**src/rtl/fir_stream_pkg.sv**
```systemverilog
// Shared types and constants for the FIR stream source: mode encoding,
// sample type and the fixed generator amplitudes.
package fir_stream_pkg;

    localparam int SAMPLE_W = 6;

    typedef logic [SAMPLE_W-1:0] sample_t;

    typedef enum logic [1:0] {
        MODE_PIN     = 2'd0,
        MODE_RAMP    = 2'd1,
        MODE_IMPULSE = 2'd2,
        MODE_STEP    = 2'd3
    } mode_e;

    // Largest positive value of a signed sample; used by both impulse and step.
    localparam sample_t IMPULSE_VAL = 6'h1F;

endpackage

```
**src/rtl/fir_sync_fifo.sv**
```systemverilog
// Show-ahead synchronous FIFO with occupancy output and a sticky overflow flag.
// Pointers carry one extra bit so full and empty are told apart by the MSB.
module fir_sync_fifo #(
    parameter int DATA_W = 6,
    parameter int DEPTH  = 4
) (
    input  logic                     clk,
    input  logic                     rst_n,
    input  logic                     push,
    input  logic [DATA_W-1:0]        push_data,
    input  logic                     rd_ready,
    input  logic                     clear_ovf,
    output logic [DATA_W-1:0]        rd_data,
    output logic                     rd_valid,
    output logic [$clog2(DEPTH):0]   level,
    output logic                     push_accepted,
    output logic                     overflow
);

    localparam int AW = $clog2(DEPTH);

    logic [DATA_W-1:0] mem [DEPTH];
    logic [AW:0]       wr_ptr;
    logic [AW:0]       rd_ptr;
    logic              empty;
    logic              full;
    logic              pop;
    logic              drop;

    assign empty = (wr_ptr == rd_ptr);
    assign full  = (wr_ptr[AW] != rd_ptr[AW]) && (wr_ptr[AW-1:0] == rd_ptr[AW-1:0]);

    // A pop in the same cycle frees the slot, so a push into a full FIFO still lands.
    assign pop           = !empty && rd_ready;
    assign push_accepted = push && (!full || pop);
    assign drop          = push && full && !pop;

    assign rd_valid = !empty;
    assign rd_data  = mem[rd_ptr[AW-1:0]];
    assign level    = wr_ptr - rd_ptr;

    always_ff @(posedge clk or negedge rst_n) begin
        if (!rst_n) begin
            wr_ptr <= '0;
            rd_ptr <= '0;
        end else begin
            if (push_accepted) begin
                wr_ptr <= wr_ptr + 1'b1;
            end
            if (pop) begin
                rd_ptr <= rd_ptr + 1'b1;
            end
        end
    end

    always_ff @(posedge clk or negedge rst_n) begin
        if (!rst_n) begin
            for (int i = 0; i < DEPTH; i++) begin
                mem[i] <= '0;
            end
        end else if (push_accepted) begin
            mem[wr_ptr[AW-1:0]] <= push_data;
        end
    end

    // A drop and a clear in the same cycle leave the flag set.
    always_ff @(posedge clk or negedge rst_n) begin
        if (!rst_n) begin
            overflow <= 1'b0;
        end else if (drop) begin
            overflow <= 1'b1;
        end else if (clear_ovf) begin
            overflow <= 1'b0;
        end
    end

endmodule

```
**src/rtl/fir_stream_source.sv**
```systemverilog
// Sample source for the FIR: pin samples captured on an asynchronous strobe or
// paced test patterns (ramp, impulse, step), buffered in a small FIFO.
module fir_stream_source
    import fir_stream_pkg::*;
#(
    parameter int DATA_W   = SAMPLE_W,
    parameter int DEPTH    = 4,
    parameter int PACE_DIV = 16
) (
    input  logic                     clk,
    input  logic                     rst_n,
    input  logic [DATA_W-1:0]        in_data,
    input  logic                     in_strobe,
    input  logic [1:0]               mode,
    input  logic                     clear_ovf,
    output logic [DATA_W-1:0]        m_axis_fir_tdata,
    output logic                     m_axis_fir_tvalid,
    input  logic                     m_axis_fir_tready,
    output logic [$clog2(DEPTH):0]   fifo_level,
    output logic                     overflow
);

    localparam int PACE_W = (PACE_DIV > 1) ? $clog2(PACE_DIV) : 1;
    localparam logic [DATA_W-1:0] PEAK = DATA_W'(IMPULSE_VAL);

    mode_e              cur_mode;
    mode_e              mode_q;
    logic               mode_changed;

    logic [DATA_W:0]    sync_q1;
    logic [DATA_W:0]    sync_q2;
    logic               strobe_prev;
    logic               pin_push;
    logic [DATA_W-1:0]  pin_data;

    logic [PACE_W-1:0]  pace;
    logic               pace_hit;
    logic [DATA_W-1:0]  ramp_val;
    logic               impulse_done;
    logic               gen_push;
    logic [DATA_W-1:0]  gen_data;

    logic               push;
    logic [DATA_W-1:0]  push_data;
    logic               push_accepted;

    assign cur_mode     = mode_e'(mode);
    assign mode_changed = (cur_mode != mode_q);

    // Strobe and data share one synchroniser so the captured sample matches its edge.
    always_ff @(posedge clk or negedge rst_n) begin
        if (!rst_n) begin
            sync_q1     <= '0;
            sync_q2     <= '0;
            strobe_prev <= 1'b0;
            pin_push    <= 1'b0;
            pin_data    <= '0;
        end else begin
            sync_q1     <= {in_strobe, in_data};
            sync_q2     <= sync_q1;
            strobe_prev <= sync_q2[DATA_W];
            pin_push    <= sync_q2[DATA_W] && !strobe_prev && (cur_mode == MODE_PIN);
            pin_data    <= sync_q2[DATA_W-1:0];
        end
    end

    assign pace_hit = (pace == PACE_W'(PACE_DIV - 1));
    assign gen_push = (cur_mode != MODE_PIN) && !mode_changed && pace_hit;

    always_comb begin
        gen_data = '0;
        case (cur_mode)
            MODE_RAMP:    gen_data = ramp_val;
            MODE_IMPULSE: gen_data = impulse_done ? '0 : PEAK;
            MODE_STEP:    gen_data = PEAK;
            default:      gen_data = '0;
        endcase
    end

    // Generator state only advances on accepted pushes, so a dropped sample is retried.
    always_ff @(posedge clk or negedge rst_n) begin
        if (!rst_n) begin
            mode_q       <= MODE_PIN;
            pace         <= '0;
            ramp_val     <= '0;
            impulse_done <= 1'b0;
        end else begin
            mode_q <= cur_mode;
            if (mode_changed) begin
                pace         <= '0;
                ramp_val     <= '0;
                impulse_done <= 1'b0;
            end else if (cur_mode != MODE_PIN) begin
                pace <= pace_hit ? '0 : pace + 1'b1;
                if (gen_push && push_accepted) begin
                    if (cur_mode == MODE_RAMP) begin
                        ramp_val <= ramp_val + 1'b1;
                    end
                    if (cur_mode == MODE_IMPULSE) begin
                        impulse_done <= 1'b1;
                    end
                end
            end
        end
    end

    assign push      = (cur_mode == MODE_PIN) ? pin_push : gen_push;
    assign push_data = (cur_mode == MODE_PIN) ? pin_data : gen_data;

    fir_sync_fifo #(
        .DATA_W (DATA_W),
        .DEPTH  (DEPTH)
    ) u_fifo (
        .clk           (clk),
        .rst_n         (rst_n),
        .push          (push),
        .push_data     (push_data),
        .rd_ready      (m_axis_fir_tready),
        .clear_ovf     (clear_ovf),
        .rd_data       (m_axis_fir_tdata),
        .rd_valid      (m_axis_fir_tvalid),
        .level         (fifo_level),
        .push_accepted (push_accepted),
        .overflow      (overflow)
    );

endmodule

```
**config.mk**
```make
export PLATFORM = sky130hd
export DESIGN_NAME = fir_stream_source
export DESIGN_NICKNAME = d
export VERILOG_FILES = /design/src/rtl/fir_stream_pkg.sv /design/src/rtl/fir_sync_fifo.sv /design/src/rtl/fir_stream_source.sv
export SDC_FILE = /design/constraint.sdc
export NUM_CORES = 1
export LEC_CHECK = 0
export BUFFER_PORTS_ARGS = -buffer_cell sky130_fd_sc_hd__clkbuf_2
export CAP_MARGIN = 20
export CELL_PAD_IN_SITES_DETAIL_PLACEMENT = 2
export CELL_PAD_IN_SITES_GLOBAL_PLACEMENT = 2
export CORE_ASPECT_RATIO = 0.8
export CORE_UTILIZATION = 42
export DETAILED_ROUTE_END_ITERATION = 6
export MAX_ROUTING_LAYER = met4
export PLACE_DENSITY = 0.83
export SYNTH_ARGS = -nofsm -noshare
export SYNTH_HDL_FRONTEND = slang
export SYNTH_SLANG_ARGS = --single-unit
```
**constraint.sdc**
```tcl
create_clock -name clk -period 2.8 [get_ports clk]
set_clock_uncertainty 0.05 [all_clocks]
set_input_delay 0.28 -clock clk [delete_from_list [all_inputs] [get_ports clk]]
set_output_delay 0.28 -clock clk [all_outputs]
set_load 0.01 [all_outputs]
```
==> results of run 1 <==
## flip-flops by register name (all words and copies together), names as in the netlist, 2 cells and up
signal and cells:
u_fifo.mem 24, sync_q1 7, sync_q2 7, pin_data 6, ramp_val 6, pace 4, u_fifo.rd_ptr 3, u_fifo.wr_ptr 3
mode_q 2
## per-layer routing
layer  global-route usage [%]  routed length [um]  vias to the layer above
li1                         -                   -                      851
met1                     27.8                3280                      983
met2                     39.2                3810                       36
met3                     4.77                 225                       13
met4                     8.06                 104                        0
met5                        -                   0                        -
## kinds of logic after synthesis
family / count (synthesis) / synth area share [%]
xor gates and xnor gates: 10 / 3.16
muxes: 29 / 15.6
buffers and inverters: 26 / 4.66
adders and majority gates: 10 / 4.41
and+or+nand+nor: 36 / 7.03
DFF: 66 / 54.9
AOI/OAI and AO/OA: 45 / 10.3
## repair_timing
| action | in CTS | in global routing |
|---|---|---|
| hold endpoints to repair | 37 | 0 |
| endpoints found under the setup margin | 0 | 0 |
| hold buffers | 8 | 0 |
## critical path, delay by kind of cell, from the launching register on
family	cells	cell delay, ps
AND/OR/NAND/NOR	2	760
adder cells (fa/ha/maj)	1	360
flip-flops	1	630
AO/OA/AOI/OAI	2	520
buffers and inverters	1	130
## worst max-delay path by stage
stage,from,to,slack (ps),depth (start not counted)
after floorplan,u_fifo.rd_ptr[1],ramp_val[5],560,8
after global placement,u_fifo.rd_ptr[1],u_fifo.mem[22],510,6
after detailed placement,u_fifo.rd_ptr[1],u_fifo.mem[2],370,6
after CTS,u_fifo.rd_ptr[1],ramp_val[3],270,6
after global routing,u_fifo.rd_ptr[1],ramp_val[3],160,6
final,u_fifo.rd_ptr[1],ramp_val[3],260,6
## per-stage QoR
stage                     worst slack (ps)  area (um2)  utilization, %  hold slack [ps]  power [W]
after CTS                              271        3500            50.7              116    0.00299
after floorplan                        558        3010               -            -65.6    0.00168
after global routing                   156        3500            50.7              139    0.00311
after detailed placement               372        3170            46.0              286    0.00195
after global placement                 515        3170            46.0              281    0.00191
final                                  262        3500            50.7              138    0.00296
## layout make-up
class / count / area, um2
Clock buffer: 9 / 124
Fill cell: 672 / 3390
Tap cell: 87 / 109
Timing Repair Buffer: 33 / 223
Sequential cell: 66 / 1650
Inverter: 13 / 48.8
Clock inverter: 7 / 125
Multi-Input combinational cell: 130 / 1220
## cells in the final DEF (no fill, tap or decap), types with 2 or more instances in the layout
cell type,instances
or4_1,4
a21oi_1,10
xnor2_1,5
bufinv_16,3
clkinv_4,3
nand3_1,5
inv_1,13
and3_1,5
dlygate4sd3_1,8
mux2_2,2
mux4_2,6
clkbuf_2,22
clkbuf_8,9
dfrtp_1,66
or3_1,3
mux2_4,20
o2bb2ai_1,4
nand2_1,6
nor2_1,4
o21ai_0,21
xor2_1,4
o31ai_1,4
ha_1,9
## power by group
part	total (W)	switching (W)	internal, W
registers	0.00119	0.000121	0.00107
clock network	0.000987	0.000389	0.000599
logic	0.000784	0.000411	0.000373
## synthesized netlist by cell type, drive strengths merged, types with 5 or more instances
library cell and number:
inv 13, mux4 6, nand2 7, and3 5
a21oi 10, xor2 5, xnor2 5, clkbuf 5
ha 9, nand3 5, o21ai 21, dfrtp 66
mux2 22, buf 8, nor2 5
==> impl_metrics.yaml, run 1 <==
run_status:
  status: "complete, no violations"
floorplanning:
  die_w_um: 96.6
  die_y_um: 77.7
  die-area_um2: 7510
  initial_core_util_pct: 43.6
  io_pins: 24
  coreArea_um2: 6890
  num_rows: 27
synth:
  synth.largest_area_cell: "dfrtp_1"
  syn_area_per_cell_um2: 13.5
  ys_seq_area_share_pct: 54.9
  ys_seq_elements: 66
  postSynth.asyncResetShare_pct: 100
  netlist_top_cells_area: "dfrtp_1 (55%), mux2_4 (10%), mux4_2 (4.5%)"
  yosysWarningCount: 0
  synth_edf_count: 0
  syn_inst: 222
  ys_types: 40
  synth_top_area_share_pct: 54.9
  synth_area_um2: 3010
  syn_nets: 245
  yosys_most_used_dff: "dfrtp_1"
timing:
  drv_slew: 0
  tns_ps: 0
  grt_setup_unrepaired: "no"
  post-route-min-period_ps: 2540
  slew_headroom_pct: 49.5
  setup_viol: 0
  tightest_slew_ps: 758
  max_freq_mhz: 394
  period_share_pct: 90.6
  hold_viol: 0
drt:
  drt_iter0_drc: 112
  vias: 1883
  dr.pass1.iters: 4
  vias_per_cell: 5.46
  final_antenna_net_count: 0
  wire_per_inst_um: 21.5
  drc: 0
  wl_mm: 7.42
hold_path:
  min_path_cells: 2
  min-delay-start: "clear_ovf"
  hp-class: "in -> reg"
  holdPathEnd: "u_fifo.overflow"
final_layout:
  drive_gt1_share_pct: 29.8
  diodes: 0
  finalNetCount: 276
  syn2layout_area_growth_pct: 16.3
  layout.cells.non_filler: 345
global_route:
  grt_pass1_wl_mm: 12.5
  grt_pass1_vias: 2167
  grt_max_degree: 37
  grt.total_usage_pct: 23.2
  antenna_found_initial: 0
  gr-total-overflow: 0
cts:
  cts_tree: "done"
  cts_made_buffers: 9
  cts_setup_buffers: 0
  htree_levels: 3
  clock-root-buffer: "clkbuf_8"
  clk_path_buf_depth: 2
  ctsResizeCount: 0
  cts_sinks: 66
  clk_latency_ps: 340
  clk_pin_slew_ps: 80
power:
  power.density_nw_per_um2: 848
  peakVddDrop_mv: 0.473
  leakage_nw: 1.60
setup_path:
  worst-path-max-fanout: 12
  cpPeakStageDelay_ps: 630
  end_kind: "flip-flop"
  cp_cell_sequence: "inv_1 -> ha_1 -> and3b_4 -> a21o_1 -> or4_1 -> a21oi_1"
  arrival_ps: 2740
  required_ps: 3010
  r2r_slack_ps: 260
  cp_slowest_cell: "dfrtp_1"
  worst-setup-path-type: "reg -> reg"
  r2r-start: "u_fifo.rd_ptr[1]"
  rr_worst_depth: 6
  startpoint_type: "flip-flop"
  reg2reg_to: "ramp_val[3]"
placement:
  finalWeightedCongestion: 0.740
  port_buffers: 23
  hpwl_mm: 4.92
  dp.cells: 321
run:
  cap_viol_max_count: 0
Power figures use the tool's default switching activity.
==> run 2: changes to the inputs <==
--- a/config.mk
+++ b/config.mk
@@ -9,7 +9,6 @@
 export CAP_MARGIN = 20
 export CELL_PAD_IN_SITES_DETAIL_PLACEMENT = 2
 export CELL_PAD_IN_SITES_GLOBAL_PLACEMENT = 2
-export CORE_ASPECT_RATIO = 0.8
 export CORE_UTILIZATION = 42
 export DETAILED_ROUTE_END_ITERATION = 6
 export MAX_ROUTING_LAYER = met4
==> impl_metrics.yaml, run 2 (same netlist as run 1, synthesis figures left out) <==
drt:
  vias: 1924
  drc: 0
  wire_per_inst_um: 21.6
  drt_iter0_drc: 79
  dr.pass1.iters: 4
  final_antenna_net_count: 0
  vias_per_cell: 5.45
  wl_mm: 7.63
setup_path:
  worst-path-max-fanout: 12
  startpoint_type: "flip-flop"
  r2r-start: "u_fifo.rd_ptr[1]"
  critPathLaunch: "u_fifo.rd_ptr[1]"
  reg2reg_to: "ramp_val[5]"
  arrival_ps: 2830
  end_kind: "flip-flop"
  required_ps: 3020
  r2r_slack_ps: 200
  worst-setup-path-type: "reg -> reg"
  crit_end: "ramp_val[5]"
  rr_worst_depth: 6
floorplanning:
  num_rows: 30
  die-area_um2: 7500
  io_pins: 24
  die_w_um: 86.6
  initial_core_util_pct: 43.8
  coreArea_um2: 6870
  die_y_um: 86.6
final_layout:
  finalNetCount: 275
  drive_gt1_share_pct: 29.6
  final_common_cell: "dfrtp_1"
  final_cell_mix: "dfrtp_1 (66), clkbuf_2 (23), o21ai_0 (21)"
  registers.top_by_ff_count: "u_fifo.mem"
  layout.cells.non_filler: 353
  syn2layout_area_growth_pct: 14.9
  diodes: 0
  fin_util_pct: 50.3
  largest_reg_flops: 24
  top_regs: "u_fifo.mem (24), sync_q1 (7), sync_q2 (7)"
power:
  power.density_nw_per_um2: 837
  leakage_nw: 1.57
  peakVddDrop_mv: 0.535
hold_path:
  hp-class: "in -> async"
global_route:
  gr-total-overflow: 0
  grt_pass1_vias: 2233
  grt_max_degree: 67
  grt.total_usage_pct: 23.8
  antenna_found_initial: 0
  grt_pass1_wl_mm: 12.3
placement:
  dp.cells: 330
  hpwl_mm: 4.92
  port_buffers: 23
  finalWeightedCongestion: 0.704
timing:
  setup_viol: 0
  slew_headroom_pct: 44.7
  tns_ps: 0
  hold_viol: 0
  tightest_slew_ps: 829
  max_freq_mhz: 384
  drv_slew: 0
  grt_setup_unrepaired: "no"
  period_share_pct: 92.9
  post-route-min-period_ps: 2600
cts:
  clk_path_buf_depth: 2
  htree_levels: 3
  cts_tree: "done"
  ctsResizeCount: 0
  clk_pin_slew_ps: 80
  cts_sinks: 66
  clock-root-buffer: "clkbuf_8"
  clk_latency_ps: 350
  cts_made_buffers: 9
run_status:
  status: "complete, no violations"
run:
  cap_viol_max_count: 0
[run 2: critical path: stages, from the launching register on]
cell	delay, ps
dfrtp_1	660
inv_1	160
ha_1	390
and3b_4	230
a21o_1	330
or4_1	540
a21oi_1	170
[run 2: stage by stage]
stage | power (W) | hold slack [ps] | setup WS, ps | area (um2)
after floorplan | 0.00168 | -65.6 | 558 | 3010
after global placement | 0.00190 | 282 | 482 | 3170
after detailed placement | 0.00197 | 286 | 391 | 3170
after CTS | 0.00290 | 87.7 | 280 | 3460
after global routing | 0.00303 | 93.2 | 132 | 3460
final | 0.00289 | 41.8 | 198 | 3460
[run 2: how the worst min path moves through the flow]
stage	slack (ps)	endpoint	start
floorplan	-70	impulse_done	rst_n
global placement	280	sync_q2[4]	sync_q1[4]
detailed placement	290	sync_q2[6]	sync_q1[6]
CTS	90	u_fifo.mem[21]	rst_n
global route	90	u_fifo.overflow	clear_ovf
finish	40	u_fifo.mem[21]	rst_n
[run 2: routing by layer]
metal	share of wire, %	global-route usage [%]
met5	0	-
met1	40	27.0
met4	3.0	10.6
met3	2.4	5.71
met2	54	40.2
[run 2: timing repair]
item | in CTS | in global routing
hold endpoints to repair | 7 | 0
endpoints found under the setup margin | 0 | 0
setup buffers | 0 | 0
hold buffers | 7 | 0
[run 2: final cells by class]
cell class / instances / area (um2)
clock buffer: 11 / 141
clock inverter: 5 / 77.6
fill: 644 / 3410
inverter: 13 / 48.8
multi-input combinational: 130 / 1220
sequential: 66 / 1650
tap: 96 / 120
timing repair buffer: 32 / 200
[run 2: power breakdown]
| part | internal (W) | switching (W) |
|---|---|---|
| registers | 0.00107 | 0.000134 |
| clock network | 0.000523 | 0.000385 |
| logic | 0.000369 | 0.000412 |
